`src/rtl/mem_arbiter_pkg.sv`:
```
// Shared definitions for mem_arbiter: owner encoding, arbiter FSM states and default sizing.
package mem_arbiter_pkg;

  localparam int unsigned DEFAULT_ADDR_WIDTH = 15;

  localparam logic [1:0] OWN_NONE = 2'b00;
  localparam logic [1:0] OWN_IC   = 2'b01;
  localparam logic [1:0] OWN_DC   = 2'b10;

  typedef enum logic [1:0] {
    StIdle,
    StGntIc,
    StGntDc
  } arb_state_e;

endpackage

```
`src/rtl/arb_req_latch.sv`:
```
// One-deep beat holding register for a requester that is not currently granted.
// Pop and push in the same cycle replace the held beat with the new one.
module arb_req_latch #(
  parameter int unsigned Width = 8
) (
  input  logic             i_clk,
  input  logic             i_rst_n,
  input  logic             i_push,
  input  logic             i_pop,
  input  logic [Width-1:0] i_data,
  output logic             o_valid,
  output logic [Width-1:0] o_data
);

  logic             valid_q, valid_d;
  logic [Width-1:0] data_q, data_d;

  always_comb begin
    valid_d = valid_q;
    data_d  = data_q;
    if (i_pop) begin
      valid_d = 1'b0;
    end
    // A push into a full, non-draining holder is dropped; requesters must not overrun it.
    if (i_push && (!valid_q || i_pop)) begin
      valid_d = 1'b1;
      data_d  = i_data;
    end
  end

  always_ff @(posedge i_clk or negedge i_rst_n) begin
    if (!i_rst_n) begin
      valid_q <= 1'b0;
      data_q  <= '0;
    end else begin
      valid_q <= valid_d;
      data_q  <= data_d;
    end
  end

  assign o_valid = valid_q;
  assign o_data  = data_q;

endmodule

```
`src/rtl/mem_arbiter.sv`:
```
// Arbitrates instruction-refill (IC) and data (DC) beats onto one in-order memory port.
// Define ARB_ROUND_ROBIN_EN to break IDLE ties round-robin instead of fixed DC priority.
module mem_arbiter
  import mem_arbiter_pkg::*;
#(
  parameter int unsigned ADDR_WIDTH      = DEFAULT_ADDR_WIDTH,
  parameter int unsigned MAX_OUTSTANDING = 4
) (
  input  logic                  i_clk,
  input  logic                  i_rst_n,
  input  logic [ADDR_WIDTH-1:0] i_ic_addr,
  input  logic                  i_ic_stb,
  output logic                  o_ic_ack,
  output logic [31:0]           o_ic_data,
  input  logic [ADDR_WIDTH-1:0] i_dc_addr,
  input  logic                  i_dc_stb,
  input  logic                  i_dc_we,
  input  logic [31:0]           i_dc_wdata,
  input  logic [3:0]            i_dc_wsel,
  output logic                  o_dc_ack,
  output logic [31:0]           o_dc_data,
  output logic [ADDR_WIDTH-1:0] o_mem_addr,
  output logic                  o_mem_stb,
  output logic                  o_mem_we,
  output logic [31:0]           o_mem_wdata,
  output logic [3:0]            o_mem_wsel,
  input  logic                  i_mem_ack,
  input  logic [31:0]           i_mem_data,
  output logic [1:0]            o_owner,
  output logic                  o_err
);

  localparam int unsigned CntW = $clog2(MAX_OUTSTANDING) + 1;
  localparam logic [CntW-1:0] MaxCnt = CntW'(MAX_OUTSTANDING);
  localparam int unsigned DcW = ADDR_WIDTH + 1 + 32 + 4;

  arb_state_e            state_q, state_d;
  logic [CntW-1:0]       cnt_q, cnt_d;
  logic                  err_q, err_d;
  logic                  mem_stb_q, mem_stb_d;
  logic                  mem_we_q, mem_we_d;
  logic [ADDR_WIDTH-1:0] mem_addr_q, mem_addr_d;
  logic [31:0]           mem_wdata_q, mem_wdata_d;
  logic [3:0]            mem_wsel_q, mem_wsel_d;

  logic                  ic_req, dc_req, ic_sel, dc_sel, pick_dc;
  logic                  ic_push, ic_pop, ic_valid;
  logic                  dc_push, dc_pop, dc_valid;
  logic [ADDR_WIDTH-1:0] ic_lat_addr;
  logic [DcW-1:0]        dc_live, dc_lat_data;

  assign dc_live = {i_dc_addr, i_dc_we, i_dc_wdata, i_dc_wsel};
  assign ic_req  = i_ic_stb | ic_valid;
  assign dc_req  = i_dc_stb | dc_valid;

`ifdef ARB_ROUND_ROBIN_EN
  logic last_dc_q, last_dc_d;

  assign pick_dc   = ~last_dc_q;
  assign last_dc_d = (state_q == StIdle && (ic_sel || dc_sel)) ? dc_sel : last_dc_q;

  // DC counts as served last out of reset so the first tie goes to IC.
  always_ff @(posedge i_clk or negedge i_rst_n) begin
    if (!i_rst_n) begin
      last_dc_q <= 1'b1;
    end else begin
      last_dc_q <= last_dc_d;
    end
  end
`else
  assign pick_dc = 1'b1;
`endif

  // Grant FSM; ic_sel/dc_sel name the requester whose beat is forwarded this cycle.
  always_comb begin
    state_d = state_q;
    ic_sel  = 1'b0;
    dc_sel  = 1'b0;
    case (state_q)
      StIdle: begin
        if (ic_req && dc_req) begin
          dc_sel = pick_dc;
          ic_sel = ~pick_dc;
        end else begin
          dc_sel = dc_req;
          ic_sel = ic_req;
        end
        if (dc_sel) begin
          state_d = StGntDc;
        end else if (ic_sel) begin
          state_d = StGntIc;
        end
      end
      StGntIc: begin
        ic_sel = ic_req;
        if (!ic_req && !mem_stb_q && cnt_q == '0 && !i_mem_ack) begin
          state_d = StIdle;
        end
      end
      StGntDc: begin
        dc_sel = dc_req;
        if (!dc_req && !mem_stb_q && cnt_q == '0 && !i_mem_ack) begin
          state_d = StIdle;
        end
      end
      default: state_d = StIdle;
    endcase
  end

  // A held beat is older than a live one, so it goes first and the live beat takes its slot.
  assign ic_pop  = ic_sel & ic_valid;
  assign dc_pop  = dc_sel & dc_valid;
  assign ic_push = i_ic_stb & ~(ic_sel & ~ic_valid);
  assign dc_push = i_dc_stb & ~(dc_sel & ~dc_valid);

  always_comb begin
    mem_stb_d   = 1'b0;
    mem_addr_d  = '0;
    mem_we_d    = 1'b0;
    mem_wdata_d = '0;
    mem_wsel_d  = '0;
    if (dc_sel) begin
      mem_stb_d = 1'b1;
      {mem_addr_d, mem_we_d, mem_wdata_d, mem_wsel_d} = dc_valid ? dc_lat_data : dc_live;
    end else if (ic_sel) begin
      mem_stb_d  = 1'b1;
      mem_addr_d = ic_valid ? ic_lat_addr : i_ic_addr;
    end
  end

  // Outstanding beats: saturate at both ends and flag the protocol error instead.
  always_comb begin
    cnt_d = cnt_q;
    err_d = err_q;
    case ({mem_stb_q, i_mem_ack})
      2'b10: begin
        if (cnt_q == MaxCnt) begin
          err_d = 1'b1;
        end else begin
          cnt_d = cnt_q + CntW'(1);
        end
      end
      2'b01: begin
        if (cnt_q == '0) begin
          err_d = 1'b1;
        end else begin
          cnt_d = cnt_q - CntW'(1);
        end
      end
      default: ;
    endcase
  end

  always_ff @(posedge i_clk or negedge i_rst_n) begin
    if (!i_rst_n) begin
      state_q     <= StIdle;
      cnt_q       <= '0;
      err_q       <= 1'b0;
      mem_stb_q   <= 1'b0;
      mem_we_q    <= 1'b0;
      mem_addr_q  <= '0;
      mem_wdata_q <= '0;
      mem_wsel_q  <= '0;
    end else begin
      state_q     <= state_d;
      cnt_q       <= cnt_d;
      err_q       <= err_d;
      mem_stb_q   <= mem_stb_d;
      mem_we_q    <= mem_we_d;
      mem_addr_q  <= mem_addr_d;
      mem_wdata_q <= mem_wdata_d;
      mem_wsel_q  <= mem_wsel_d;
    end
  end

  arb_req_latch #(
    .Width(ADDR_WIDTH)
  ) u_ic_latch (
    .i_clk  (i_clk),
    .i_rst_n(i_rst_n),
    .i_push (ic_push),
    .i_pop  (ic_pop),
    .i_data (i_ic_addr),
    .o_valid(ic_valid),
    .o_data (ic_lat_addr)
  );

  arb_req_latch #(
    .Width(DcW)
  ) u_dc_latch (
    .i_clk  (i_clk),
    .i_rst_n(i_rst_n),
    .i_push (dc_push),
    .i_pop  (dc_pop),
    .i_data (dc_live),
    .o_valid(dc_valid),
    .o_data (dc_lat_data)
  );

  always_comb begin
    case (state_q)
      StGntIc: o_owner = OWN_IC;
      StGntDc: o_owner = OWN_DC;
      default: o_owner = OWN_NONE;
    endcase
  end

  assign o_ic_ack    = i_mem_ack & (state_q == StGntIc);
  assign o_dc_ack    = i_mem_ack & (state_q == StGntDc);
  assign o_ic_data   = (state_q == StGntIc) ? i_mem_data : '0;
  assign o_dc_data   = (state_q == StGntDc) ? i_mem_data : '0;
  assign o_mem_stb   = mem_stb_q;
  assign o_mem_addr  = mem_addr_q;
  assign o_mem_we    = mem_we_q;
  assign o_mem_wdata = mem_wdata_q;
  assign o_mem_wsel  = mem_wsel_q;
  assign o_err       = err_q;

endmodule

```
`config.mk`:
```
export PLATFORM = sky130hd
export DESIGN_NAME = mem_arbiter
export DESIGN_NICKNAME = d
export VERILOG_FILES = /design/src/rtl/mem_arbiter_pkg.sv /design/src/rtl/arb_req_latch.sv /design/src/rtl/mem_arbiter.sv
export SDC_FILE = /design/constraint.sdc
export NUM_CORES = 1
export LEC_CHECK = 0
export CAP_MARGIN = 0
export CORE_ASPECT_RATIO = 1.25
export CORE_MARGIN = 5
export CORE_UTILIZATION = 40
export CTS_BUF_LIST = sky130_fd_sc_hd__clkbuf_8 sky130_fd_sc_hd__clkbuf_16
export DETAILED_ROUTE_END_ITERATION = 16
export PLACE_DENSITY = 0.84
export SYNTH_ARGS = -nofsm -noshare
export SYNTH_HDL_FRONTEND = slang
export SYNTH_SLANG_ARGS = --single-unit
```
`constraint.sdc`:
```
create_clock -name i_clk -period 1.75 [get_ports i_clk]
set_input_delay 0.2625 -clock i_clk [delete_from_list [all_inputs] [get_ports i_clk]]
set_output_delay 0.2625 -clock i_clk [all_outputs]
set_load 0.03 [all_outputs]
```
==> metrics.txt <==
result of the run=completed; cell leakage power=4.19 nW; worst max-slew margin expressed relative to the limit=between 50% and 60%; endpoint class of the critical path=primary output; clock share of power=between 20 and 25%; CP peak stage delay=around 0.41 ns; first-pass GRT wire length=about 28000 um; critical setup path kind=reg -> out; Pre-antenna DRT Iters=4; ordered list of cells on the worst path=nor2b_4, buf_12, and2_1, buf_6; worst path required time=~1.5 ns; top sig layer=met5; net count after synthesis=~600; met2 wire len=about 9200 um; global-route total usage across every layer=20.7%; post-route cell area=about 9400 sq um; post-synthesis sequential element count=~130; wl on met1=6700 um; clk_lat worst skew=approximately 0.40 ns; main combinational cell family by area after synthesis=multiplexers; post-synthesis area per instance=approximately 12 sq um; period utilization=between 90 and 100%; commonest non-fill, non-tap cell in the layout=sky130_fd_sc_hd__clkdlybuf4s50_1; power per cell area=1700 nW/um^2; setup total negative slack=0 ns; fin. max-slew vios=0; share of total power consumed by net switching=a little over a third; DRC marker count from the first detailed-route iteration=~150; top cells by area in the synthesized netlist=sky130_fd_sc_hd__dfrtp_1, sky130_fd_sc_hd__mux2_2, sky130_fd_sc_hd__and2_1; slew at the pin with the worst max-slew slack=0.710 ns; sequential group share of total power=between 30 and 40%; post-layout minimum cycle time=between 1.5 and 2 ns; largest buffer count on any clock path=2; vias in the first global route=between 5000 and 6000; weighted congestion at the end of routability-driven global placement=0.956; overall die area=~17000 sq um; total count of hold-check failures in the final report=0; cell with the largest stage delay on the worst path=sky130_fd_sc_hd__dfrtp_2; routed wl met3=~1500 um; element type at the critical path start=flip-flop; path class of the lowest-slack min-delay path=in -> async; TritonCTS clock tree=built; Layout Skew=~0.0075 ns; overflow left after global routing=0; placed inst area=about 8400 sq um; area share of the largest cell type after synthesis=55.5%; number of CTS-inserted buffers=17; setup repair after global routing missed its margin=yes; count of port buffers added during placement=225; via/cell ratio=approximately 5; most frequent cells in the layout=sky130_fd_sc_hd__clkdlybuf4s50_1, sky130_fd_sc_hd__dfrtp_1, sky130_fd_sc_hd__mux2_2; Area Growth Syn to Fin=62.0%; io pins=226; Netlist Area Pre-Place=5770 sq um; maximum number of pins on one net before global-route repair=74; clk root buf=sky130_fd_sc_hd__clkbuf_16; combinational share of power=46.4%; H-tree depth=4; most area-hungry cell type in the Yosys netlist=sky130_fd_sc_hd__dfrtp_1; sw power=5.61 mW; # fillers=around 1000; XOR/XNOR Fraction of Synth Area=less than 1%; number of antenna violations at the first check in global routing=2; setup violation total in the final timing report=0; Final Total Pwr=15.9 mW; HPWL after detailed placement=13400 um; minimum hold slack=about 0.42 ns; critical path data arrival time=roughly 1.5 ns; synthesized-area fraction occupied by adder cells=approximately 1.1%; initial cell density of the core=40.4%; Post-Route WL=17800 um; f_max=0.572 GHz; routed vias=4715; Worst VDD drop=roughly 1100 uV; DRC violations left=0; area fraction in and, or, nand and nor cells after synthesis=approximately an eighth; share of cell area taken by muxes after synthesis=between 20% and 30%; number of distinct standard cells referenced by the synthesized netlist=34; CTS sink count=around 130; CP Max Fanout=33; share of post-route cells with drive strength above 1=30.2%; total of max-cap violations=0; die height=144 um; core utilization of the finished layout=between 60 and 70%; area fraction in compound gates after synthesis=approximately 6.5%; detailed-route wire length per cell=approximately 19 um; Post-DRT Antenna Nets=0; portion of the post-synthesis area used by sequential elements=55.5%; Die Wd=between 100 and 150 um; std cell rows=approximately 50; cell internal power dissipation=around 10 mW; clock input transition at the sequential cells of the worst setup and hold paths=around 0.05 ns; net total in the final layout=840; cells after synthesis=around 490; number of warnings reported in the yosys synthesis log=0; core area=between 10000 and 15000 sq um
through the flow:
| stage | cells | setup WS (ns) |
|---|---|---|
| 3_5_place_dp | 881 | -0.188 |
| 5_1_grt | 925 | -0.0695 |
| 6_report | 925 | 0.00268 |
| 3_3_place_gp | 881 | -0.117 |
| 4_1_cts | 918 | -0.0432 |
| 2_1_floorplan | 488 | 0.00953 |
state kept, by name, summed over array words and instances (netlist names), 2 cells and up:
name and count:
cnt_q 3, o_mem_addr 15, o_mem_wdata 32, o_mem_wsel 4
state_q 2, u_dc_latch.o_data 52, u_ic_latch.o_data 15
synth_stat cells:
cell type / n
sky130_fd_sc_hd__o21ai_0: 5
sky130_fd_sc_hd__nand3b_4: 1
sky130_fd_sc_hd__buf_2: 14
sky130_fd_sc_hd__dfrtp_1: 128
sky130_fd_sc_hd__xor2_1: 1
sky130_fd_sc_hd__a22oi_1: 15
sky130_fd_sc_hd__ha_1: 2
sky130_fd_sc_hd__nor2b_1: 3
sky130_fd_sc_hd__o21bai_1: 1
sky130_fd_sc_hd__mux2_4: 10
sky130_fd_sc_hd__clkbuf_1: 15
sky130_fd_sc_hd__maj3_1: 2
sky130_fd_sc_hd__o21ai_2: 1
sky130_fd_sc_hd__nor2_1: 55
sky130_fd_sc_hd__o21ba_1: 1
sky130_fd_sc_hd__xnor2_1: 2
sky130_fd_sc_hd__nand2b_1: 1
sky130_fd_sc_hd__o22ai_1: 15
sky130_fd_sc_hd__buf_1: 3
sky130_fd_sc_hd__a21oi_1: 17
sky130_fd_sc_hd__or4_1: 1
sky130_fd_sc_hd__mux2i_1: 38
sky130_fd_sc_hd__nand2_1: 18
sky130_fd_sc_hd__o211ai_1: 2
sky130_fd_sc_hd__nor3_1: 1
sky130_fd_sc_hd__and2_1: 66
sky130_fd_sc_hd__buf_6: 1
sky130_fd_sc_hd__fa_1: 1
sky130_fd_sc_hd__nor4_1: 1
sky130_fd_sc_hd__a311o_1: 1
sky130_fd_sc_hd__mux2_2: 57
sky130_fd_sc_hd__inv_1: 7
sky130_fd_sc_hd__or2_2: 1
sky130_fd_sc_hd__a211oi_1: 1
logic make-up after synthesis:
family          count (synthesis)
compound gates                 59
xor+xnor                        3
fa+ha+maj                       5
buf+inv                        40
flops                         128
mux                           105
simple gates                  148
worst max-delay path, delay by kind of cell (launching register included):
family                 cells  cell delay (ns)
DFF                        1             0.41
and+or+nand+nor            2             0.36
buffers and inverters      2             0.31
worst paths after layout:
| kind | to | start | cells past startpoint | slack (ns) |
|---|---|---|---|---|
| worst max-delay path | o_dc_data[21] | state_q[1]$_DFFE_PN0P_ | 4 | 0.003 |
| worst min-delay path | o_mem_wdata[16]$_DFF_PN0_ | i_rst_n | 3 | 0.42 |
| worst max register to register | u_ic_latch.o_data[2]$_DFFE_PN0P_ | state_q[1]$_DFFE_PN0P_ | 6 | 0.05 |
| worst min register to register | o_err$_DFFE_PN0P_ | o_err$_DFFE_PN0P_ | 1 | 0.49 |
| max in group asynchronous | u_dc_latch.o_valid$_DFFE_PN0P_ | i_rst_n | 3 | 0.95 |
| min in group i_clk | o_err$_DFFE_PN0P_ | o_err$_DFFE_PN0P_ | 1 | 0.49 |
power by group through the flow:
stage / Combinational (mW) / Sequential (mW) / Clock [mW]
2_1_floorplan: 3.50 / 5.51 / 0
3_3_place_gp: 6.74 / 4.84 / 0
3_5_place_dp: 6.95 / 4.92 / 0
4_1_cts: 7.14 / 4.89 / 3.69
5_1_grt: 7.79 / 5.04 / 3.85
6_report: 7.36 / 4.89 / 3.62
layout make-up:
type	count	area (sq um)	area share, %
Sequential cell	128	3210	34.3
Timing Repair Buffer	259	2810	30.0
Multi-Input combinational cell	320	2460	26.4
Clock buffer	21	480	5.14
Tap cell	178	223	2.38
Clock inverter	11	138	1.47
Inverter	7	26.3	0.281
Antenna cell	1	2.50	0.0268
per-layer routing:
layer	track usage, %	vias to the layer above
li1	-	2157
met1	22.5	2318
met4	7.79	2
met2	36.5	210
met3	8.29	28
met5	0	-
repair_timing:
item                                    CTS  global route
hold buffers                              1             0
hold endpoints to repair                128             0
endpoints found under the setup margin   71            84
gates resized for setup                  32            48
pin swaps                                 3             5
setup buffers                             4             6
No activity file was read; power rests on OpenSTA's default activity.
